===== src/rtl/spi_pkg.sv =====
// Shared definitions for the SPI link blocks: FSM state encoding and
// counter sizing helper.
package spi_pkg;

  typedef enum logic [3:0] {
    STATE_WAIT_RELEASE = 4'd0,
    STATE_IDLE         = 4'd1,
    STATE_SHIFT        = 4'd2
  } state_t;

  // Counter must hold 0..bit_count+1, where bit_count+1 flags an overrun.
  function automatic int cnt_width(input int bit_count);
    return $clog2(bit_count + 2);
  endfunction

endpackage


===== src/rtl/spi_input_sync.sv =====
// Multi-flop synchronizer for one asynchronous serial line, followed by a
// history flop that yields registered rise/fall pulses aligned with level.
module spi_input_sync #(
  parameter int SYNC_STAGES = 2
) (
  input  logic clk,
  input  logic rst,
  input  logic din,
  output logic level,
  output logic rise,
  output logic fall
);

  logic [SYNC_STAGES-1:0] sync_q;
  logic                   hist_q;

  // NOTE: sequential state uses non-blocking assignments so every flop
  // samples the pre-edge value of its neighbour, forming a real shift chain.
  always_ff @(posedge clk) begin
    if (rst) begin
      sync_q <= '0;
      hist_q <= 1'b0;
      rise   <= 1'b0;
      fall   <= 1'b0;
    end else begin
      sync_q <= {sync_q[SYNC_STAGES-2:0], din};
      hist_q <= sync_q[SYNC_STAGES-1];
      rise   <= sync_q[SYNC_STAGES-1] & ~hist_q;
      fall   <= ~sync_q[SYNC_STAGES-1] & hist_q;
    end
  end

  // Level is taken from the history stage so it lines up with the pulses.
  assign level = hist_q;

endmodule


===== src/rtl/spi_deserializer.sv =====
// SPI receiver: oversamples SPI_clk/CS/DataBit on clk, shifts in MSB-first
// frames and publishes each correctly sized frame on CS release.
module spi_deserializer
  import spi_pkg::*;
#(
  parameter int Register_Width = 32,
  parameter int Shift_BitCount = 24,
  parameter bit CS_ACTIVE_LOW  = 1'b1,
  parameter bit SAMPLE_RISING  = 1'b1,
  parameter int SYNC_STAGES    = 2
) (
  input  logic                      clk,
  input  logic                      rst,
  input  logic                      SPI_clk,
  input  logic                      CS,
  input  logic                      DataBit,
  output logic [Register_Width-1:0] Data_Register,
  output logic                      Data_Valid,
  output logic                      Frame_Error
);

  localparam int CNT_W = cnt_width(Shift_BitCount);
  localparam logic [CNT_W-1:0] CNT_FULL    = CNT_W'(Shift_BitCount);
  localparam logic [CNT_W-1:0] CNT_OVERRUN = CNT_W'(Shift_BitCount + 1);

  logic sclk_level_unused, sclk_rise, sclk_fall;
  logic cs_level, cs_rise_unused, cs_fall_unused;
  logic data_level, data_rise_unused, data_fall_unused;

  spi_input_sync #(.SYNC_STAGES(SYNC_STAGES)) u_sync_sclk (
    .clk(clk), .rst(rst), .din(SPI_clk),
    .level(sclk_level_unused), .rise(sclk_rise), .fall(sclk_fall)
  );

  spi_input_sync #(.SYNC_STAGES(SYNC_STAGES)) u_sync_cs (
    .clk(clk), .rst(rst), .din(CS),
    .level(cs_level), .rise(cs_rise_unused), .fall(cs_fall_unused)
  );

  spi_input_sync #(.SYNC_STAGES(SYNC_STAGES)) u_sync_data (
    .clk(clk), .rst(rst), .din(DataBit),
    .level(data_level), .rise(data_rise_unused), .fall(data_fall_unused)
  );

  logic cs_active;
  logic sample_edge;
  assign cs_active   = CS_ACTIVE_LOW ? ~cs_level : cs_level;
  assign sample_edge = SAMPLE_RISING ? sclk_rise : sclk_fall;

  state_t                    state;
  logic [Shift_BitCount-1:0] shift_reg;
  logic [CNT_W-1:0]          bit_cnt;
  logic [Shift_BitCount:0]   shift_ext;

  // Widening before truncation keeps the shift legal for one-bit frames.
  assign shift_ext = {shift_reg, data_level};

  always_ff @(posedge clk) begin
    if (rst) begin
      state         <= STATE_WAIT_RELEASE;
      shift_reg     <= '0;
      bit_cnt       <= '0;
      Data_Register <= '0;
      Data_Valid    <= 1'b0;
      Frame_Error   <= 1'b0;
    end else begin
      Data_Valid  <= 1'b0;
      Frame_Error <= 1'b0;
      case (state)
        STATE_WAIT_RELEASE: begin
          if (!cs_active) state <= STATE_IDLE;
        end
        STATE_IDLE: begin
          bit_cnt <= '0;
          if (cs_active) begin
            shift_reg <= '0;
            state     <= STATE_SHIFT;
          end
        end
        STATE_SHIFT: begin
          // Release takes priority over a coincident sample edge.
          if (!cs_active) begin
            state <= STATE_IDLE;
            if (bit_cnt == CNT_FULL) begin
              Data_Register <= Register_Width'(shift_reg);
              Data_Valid    <= 1'b1;
            end else begin
              Frame_Error <= 1'b1;
            end
          end else if (sample_edge) begin
            shift_reg <= shift_ext[Shift_BitCount-1:0];
            if (bit_cnt != CNT_OVERRUN) bit_cnt <= bit_cnt + 1'b1;
          end
        end
        default: state <= STATE_WAIT_RELEASE;
      endcase
    end
  end

endmodule


===== config.mk =====
export PLATFORM = sky130hd
export DESIGN_NAME = spi_deserializer
export DESIGN_NICKNAME = d
export VERILOG_FILES = /design/src/rtl/spi_pkg.sv /design/src/rtl/spi_input_sync.sv /design/src/rtl/spi_deserializer.sv
export SDC_FILE = /design/constraint.sdc
export NUM_CORES = 1
export LEC_CHECK = 0
export ABC_AREA = 1
export CAP_MARGIN = 30
export CORE_MARGIN = 4
export CORE_UTILIZATION = 53
export DETAILED_ROUTE_END_ITERATION = 10
export GPL_ROUTABILITY_DRIVEN = 0
export PLACE_DENSITY = 0.84
export SETUP_SLACK_MARGIN = 0.05
export SYNTH_ARGS = -nofsm -noshare
export SYNTH_HDL_FRONTEND = slang
export SYNTH_HIERARCHICAL = 1
export SYNTH_SLANG_ARGS = --single-unit

===== constraint.sdc =====
create_clock -name clk -period 1.6 [get_ports clk]
set_input_delay 0.24 -clock clk [delete_from_list [all_inputs] [get_ports clk]]
set_output_delay 0.24 -clock clk [all_outputs]
set_load 0.1 [all_outputs]

==> results of run 1 <==
area by class of cell:
| type | count | share of cell area, % |
|---|---|---|
| Clock buffer | 13 | 5.454 |
| Clock inverter | 3 | 1.335 |
| Inverter | 27 | 3.166 |
| Multi-Input combinational cell | 219 | 29.37 |
| Sequential cell | 67 | 40.92 |
| Tap cell | 52 | 1.983 |
| Timing Repair Buffer | 33 | 17.77 |
worst max-delay path, cell delays in order, from the launching register on:
cell,delay [ns]
sky130_fd_sc_hd__dfxtp_2,0.35
sky130_fd_sc_hd__inv_1,0.09
sky130_fd_sc_hd__ha_1,0.16
sky130_fd_sc_hd__nand3_1,0.09
sky130_fd_sc_hd__nor2_2,0.12
sky130_fd_sc_hd__nand2_2,0.10
sky130_fd_sc_hd__buf_4,0.19
sky130_fd_sc_hd__o21ai_0,0.18
sky130_fd_sc_hd__nor2_1,0.06
routing by layer:
layer,share of wire [%],up-vias,track usage (%)
met2,50,56,30.23
met5,0,-,0
met3,6.3,6,4.918
li1,-,1059,-
met1,43,962,18.41
met4,1.5,0,7.609
worst max path at each step:
stage          startpoint                end  slack, ns  cells past startpoint
3_3_place_gp          rst  Data_Register[10]      -0.02                      4
3_5_place_dp          rst   Data_Register[7]      -0.03                      4
2_1_floorplan  bit_cnt[0]  Data_Register[11]       0.29                      8
4_1_cts        bit_cnt[0]   Data_Register[7]       0.07                      8
6_report       bit_cnt[0]  Data_Register[20]       0.16                      8
5_1_grt        bit_cnt[1]   Data_Register[9]       0.05                      8
placed cells by master (no fill, tap or decap), types with 3 or more instances in the layout:
cell,instances
sky130_fd_sc_hd__o21ai_1,8
sky130_fd_sc_hd__clkdlybuf4s50_1,4
sky130_fd_sc_hd__inv_2,7
sky130_fd_sc_hd__inv_1,19
sky130_fd_sc_hd__buf_4,3
sky130_fd_sc_hd__clkbuf_8,13
sky130_fd_sc_hd__a21oi_1,28
sky130_fd_sc_hd__nand3_1,6
sky130_fd_sc_hd__buf_12,26
sky130_fd_sc_hd__nand2_2,6
sky130_fd_sc_hd__nand2_1,69
sky130_fd_sc_hd__conb_1,8
sky130_fd_sc_hd__nor2_1,68
sky130_fd_sc_hd__ha_1,3
sky130_fd_sc_hd__dfxtp_1,66
sky130_fd_sc_hd__o21ai_0,17
power groups by stage:
| stage | registers [mW] | logic (mW) | clock network, mW |
|---|---|---|---|
| floorplan | 1.72 | 0.160 | 0 |
| global placement | 1.72 | 0.166 | 0 |
| detailed placement | 1.73 | 0.169 | 0 |
| CTS | 1.69 | 0.171 | 1.53 |
| global route | 1.69 | 0.186 | 1.62 |
| finish | 1.69 | 0.173 | 1.52 |
what timing repair did:
action / 4_1_cts / 5_1_grt
endpoints found under the hold margin: 0 / 0
gates resized for setup: 2 / 10
setup endpoints to repair: 19 / 25
through the flow:
| step | util, % | power [mW] |
|---|---|---|
| floorplan | - | 1.884 |
| global placement | 68.09 | 1.891 |
| detailed placement | 68.09 | 1.895 |
| CTS | 73.13 | 3.384 |
| global route | 73.32 | 3.491 |
| finish | 73.32 | 3.376 |
==> metrics list, run 1 <==
- The flow ran to the end, and the final reports show no timing, DRC or antenna violations.
* Largest net degree at the start of global routing: 38
* Crit path time final: 1.438 ns
- Hold-critical path endpoint: u_sync_sclk/rise
* Synth Cell Area: 2517 sq um
- With fillers left out, the area of the finished cells amounts to 3281 sq um.
- For the worst setup path, the data arrival time is 1.67 ns.
- Site row count: 24
- Once placement finished, the instance area stood at 3047 sq um.
- Summed over all nets, the switching power comes to 774.3 uW.
- Derived from the worst setup path, the maximum achievable clock frequency is 695.6 MHz.
- Total number of yosys warnings: 6
* Reg-to-reg endpoint: Data_Register[20]
* Clock slew seen by the registers of the worst setup and hold paths: 0.07 ns
- Endpoint required time on the critical path: 1.83 ns
* Via/cell ratio: 5.031
* Worst slack at placement: -0.02578 ns
* Hold wc startpoint: u_sync_sclk/level
- The initial antenna violation count came to 0.
- From synthesis to final layout, the design area changed by 30.32%.
- For this configuration, the core starts out at a cell density of 56.26%.
- Counting instances, the worst hold path has a depth of 1.
- Worst Max-Slew Pin Slew: 0.7987 ns
- Root Buffer: sky130_fd_sc_hd__clkbuf_8
- Number of buffers inserted by port buffering: 30
- Die width: 76.92 um
- Measured against its own limit, the worst slew margin works out to 46.69%.
* Clk network pwr share: 44.9%
- Setup-violating endpoint count in the final report: 0
- In this run the standard cell core region covers 4474 sq um.
* Total Negative Setup Slacks: 0 ns
- DRT antenna net count: 0
- Final Slew Violations: 0
- Cell internal power was estimated by the tool at 2.602 mW.
- Detailed Routing Iterations Pass 1: 4
* Number of levels in the clock H-tree: 3
- Worst hold-check path type: reg -> reg
* Post-synthesis average cell area: 7.675 sq um
- Number of buffers on the longest clock path: 2
* Cell count after synthesis: 328
- Clock tree from TritonCTS: yes
* Reg2Reg Setup Slack: 0.16 ns
- Once routing completed, OpenROAD measured the worst setup slack at 0.1623 ns.
* Sequential cell area: 1343 sq um
* Die area: 5917 sq um
- Class of the most critical setup path: reg -> reg
- For this design the static power due to leakage is 1.311 nW.
- STA classifies the critical path endpoint as a flip-flop.
* Number of hold-repair buffers added at the cts stage: 0
* GRT overflow: 0
- Worst-path maximum fanout: 12
* Startpoint of the worst-slack reg-to-reg timing path: bit_cnt[0]
* Number of violations of the max-capacitance limit: 0
- Including well taps, the total number of placed cells is 398.
* NumNets Final: 365
- Number of cell instances on the worst register-to-register path: 8
- For this run, the total global-route usage over all layers was measured as 16.93%.
* Post-route insts no fill: 414
* Total clock sinks: 67
* DRC errors left: 0
- The post-route netlist has 17.40% of its cells at a drive strength greater than 1.
- Startpoint kind of the worst setup timing path: flip-flop
- Part of the cycle the worst path needs: 89.85%
- Setup repair after global routing left no endpoint under its margin.
* Total inserted antenna cells: 0
- In this run, the number of DRC markers left after iteration 0 of detailed routing was 219.
- Detailed-route wire length per cell: 11.65 um
- Wirelength, routed: 4823 um
- Of the total power, the share spent switching nets is 22.94%.
- Post-CTS setup buffer count: 0
- Combinational logic burns 5.1% of the power.
- Top-level port count: 39
- Registers are responsible for 50.0% of the overall power.
- On the final layout, the worst clock skew is 0.009337 ns.
- The layout has 334 filler cells.
- Post-Route Hold Slack: 0.4026 ns
- The die is 76.92 um tall.
- Power spread over the standard cell area amounts to 1029 nW/um^2.
* Source-to-sink clock delay at the later pin of the worst-skew pair: 0.34 ns
- HPWL after detailed placement: 3100 um
- Peak supply drop: 0.9103 mV
- The number of global-route vias before repair came to 1937.
* Count of vias placed by the detailed router: 2083
- TritonCTS buffer count: 9
- In the final layout, the multi-input gates occupy 963.4 sq um.
- The first global-routing pass estimated 8107 um of wire.
* Final-report hold violation count: 0
No activity file was read; power rests on OpenSTA's default activity.
==> run 2: changes to the inputs <==
Settings changed: CORE_MARGIN 4 to unset, CTS_CLUSTER_SIZE set to 30.
==> metrics list, run 2 (synthesized netlist as in run 1, its figures left out) <==
* Peak supply drop: 0.8489 mV (-6.7%)
* Crit path time final: 1.428 ns (-0.009755 ns)
- Final-report hold violation count: 0 (unchanged)
- Number of instances in the placed design: 398 (unchanged)
- Class of the most critical setup path: reg -> reg
- The via count of the routed design was 2086 (+0.14%).
- The max-capacitance violation count was 0 (unchanged).
- CP Capture Type: flip-flop
- Reg2Reg Setup Slack: 0.17 ns (about the same)
- Number of cell instances on the worst register-to-register path: 8 (unchanged)
* First-pass GRT wire length: 8514 um (+5.0%)
- The core region area came to 4474 sq um (unchanged).
* Clock tree from TritonCTS: yes
- The relative slew slack came to 52.37% (+5.7 points).
* Total Routing Usage GR: 22.34% (+5.4 points)
* Worst hold stages: 1 (unchanged)
- Most frequent standard cell in the layout excluding fill and tap cells: sky130_fd_sc_hd__nand2_1
* Area occupied by multi-input gates: 963.4 sq um (unchanged)
- Post-route insts no fill: 414 (unchanged)
- The overall die width came to 70.92 um (-7.8%).
- The number of inserted diodes is 0 (unchanged).
- HPWL after detailed placement: 3176 um (+2.4%)
* Clock slew seen by the registers of the worst setup and hold paths: 0.07 ns (about the same)
- The cell sitting at the root of the clock tree is a sky130_fd_sc_hd__clkbuf_8.
* Smallest setup slack after layout: 0.1721 ns (+0.009755 ns)
- Vias in the first global route: 2028 (+4.7%)
- Startpoint of the worst-slack reg-to-reg timing path: bit_cnt[0]
- Final Slew Violations: 0 (unchanged)
- Total Negative Setup Slacks: 0 ns (unchanged)
- Via/cell ratio: 5.039 (+0.14%)
- The row count came to 24 (unchanged).
- Largest net degree at the start of global routing: 38 (unchanged)
- Total clock sinks: 67 (unchanged)
* Startpoint kind of the worst setup timing path: flip-flop
- Detailed Routing Iterations Pass 1: 8 (+4)
* Worst EP arrival: 1.67 ns (about the same)
- The total CTS buffers came to 9 (unchanged).
* Setup-violating endpoint count in the final report: 0 (unchanged)
- Worst-path maximum fanout: 16 (+4)
- The worst clock skew on the final layout was 0.005502 ns (-0.003835 ns).
- For hold timing, the worst endpoint is u_sync_sclk/rise.
- Outcome: finished, violations left
* Worst slack at placement: -0.09112 ns (-0.06534 ns)
* Max frequency: 700.3 MHz (+0.68%)
- The area growth from synthesis to layout is 32.21%.
* Filler cells: 320 (-4.2%)
- Setup repair after global routing could not meet its margin everywhere.
- The starting utilization of the core area is 56.26% (unchanged).
- Violations in the final reports: design-rule violations
* Number of levels in the clock H-tree: 3 (unchanged)
* Die boundary height: 70.92 um (-7.8%)
* Endpoint required time on the critical path: 1.84 ns (about the same)
- Hold wc startpoint: u_sync_sclk/level
- Number of buffers inserted by port buffering: 30 (unchanged)
- The number of buffers inserted for hold repair after clock tree synthesis was 0 (unchanged).
- Detailed-route wire length per cell: 11.95 um (+2.6%)
- The total DRC errors in the routed layout came to 6 (+6).
- Leaving out fill and tap cells, the most frequent cells in the layout are sky130_fd_sc_hd__nand2_1 (69), sky130_fd_sc_hd__nor2_1 (68), sky130_fd_sc_hd__dfxtp_1 (65), sky130_fd_sc_hd__a21oi_1 (28), sky130_fd_sc_hd__buf_12 (27).
- DRC marker count from the first detailed-route iteration: 134 (-39%)
* Leakage Power: 1.328 nW (+1.2%)
- DRT antenna net count: 0 (unchanged)
- The final clock period utilization by the worst path was 89.25% (-0.61 points).
- The number of primary I/O pins is 39 (unchanged).
- The slew at the pin closest to its max-slew limit was 0.7136 ns (-0.08515 ns).
* Reg-to-reg endpoint: Data_Register[20]
- The number of nets in the finished design came to 365 (unchanged).
- The sequential standard cell area came to 1344 sq um (about the same).
* Power density over cell area: 1105 nW/um^2 (+7.4%)
* Source-to-sink clock delay at the later pin of the worst-skew pair: 0.35 ns (about the same)
- The layout cell share with drive strength beyond 1 was 17.13% (-0.28 points).
* Die area: 5030 sq um (-15%)
* Number of antenna violations at the first check in global routing: 0 (unchanged)
* GRT overflow: 0 (unchanged)
- Number of buffers on the longest clock path: 2 (unchanged)
- The sum of routed wire length over all layers is 4947 um (+2.6%).
- Worst hold-check path type: reg -> reg
-- run 2: cell count changes in the layout (fill, tap and decap cells not counted), sizes merged --
cell	before	now
bufinv	1	4
clkbuf	13	11
clkinv	2	1
-- run 2: per-stage QoR --
| stage | power, mW | hold WS, ns | util [%] | cell area [sq um] |
|---|---|---|---|---|
| floorplan | 1.884 | 0.3112 | - | 2544 |
| global placement | 1.894 | 0.3705 | 68.37 | 3059 |
| detailed placement | 1.899 | 0.3748 | 68.37 | 3059 |
| CTS | 3.688 | 0.3886 | 74.16 | 3318 |
| global route | 3.780 | 0.3966 | 74.38 | 3328 |
| finish | 3.678 | 0.3874 | 74.38 | 3328 |
-- run 2: metal layers --
layer	GRT usage, %	wire [um]	vias up
met5	0	0	-
met4	13.78	157	0
met3	6.980	196	17
met2	40.92	2539	53
met1	21.84	2054	952
li1	-	-	1064
-- run 2: cell type report --
cell class / instances / share of cell area, %
clock buffers: 11 / 3.947
clock inverters: 5 / 3.759
inverters: 27 / 3.120
multi-input cells: 219 / 28.95
flip-flops and latches: 67 / 40.38
well taps: 52 / 1.955
repair buffers: 33 / 17.89
-- run 2: critical path: stages (launching register included) --
cell and delay [ns]:
sky130_fd_sc_hd__dfxtp_2 0.35, sky130_fd_sc_hd__inv_1 0.08, sky130_fd_sc_hd__ha_1 0.15, sky130_fd_sc_hd__nand3_1 0.09, sky130_fd_sc_hd__nor2_2 0.12, sky130_fd_sc_hd__nand2_2 0.10
sky130_fd_sc_hd__buf_4 0.20, sky130_fd_sc_hd__o21ai_1 0.17, sky130_fd_sc_hd__nor2_1 0.07
-- run 2: how the worst max path moves through the flow --
stage	from	cells after the start	to
floorplan	bit_cnt[0]	8	Data_Register[11]
global placement	rst	4	Data_Register[10]
detailed placement	rst	4	Data_Register[6]
CTS	bit_cnt[0]	8	Data_Register[20]
global route	bit_cnt[0]	8	Data_Register[14]
finish	bit_cnt[0]	8	Data_Register[20]
-- run 2: power by group --
part / switching (mW) / internal [mW] / leakage, nW / total (mW)
Sequential: 0.00759 / 1.68 / 0.542 / 1.69
Combinational: 0.142 / 0.0340 / 0.658 / 0.176
Clock: 0.622 / 1.19 / 0.128 / 1.81
-- run 2: repair_timing --
action                     4_1_cts  5_1_grt
buffers inserted                 0        0
resized for setup                1        9
setup endpoints to repair        1       26
pin swaps                        0        0
hold endpoints to repair         0        0
==> run 3: changes to the inputs <==
Settings changed: GPL_ROUTABILITY_DRIVEN 0 to unset.
==> results of run 3 <==
Same layout as run 2: the final DEF is identical, and so are final timing and power.
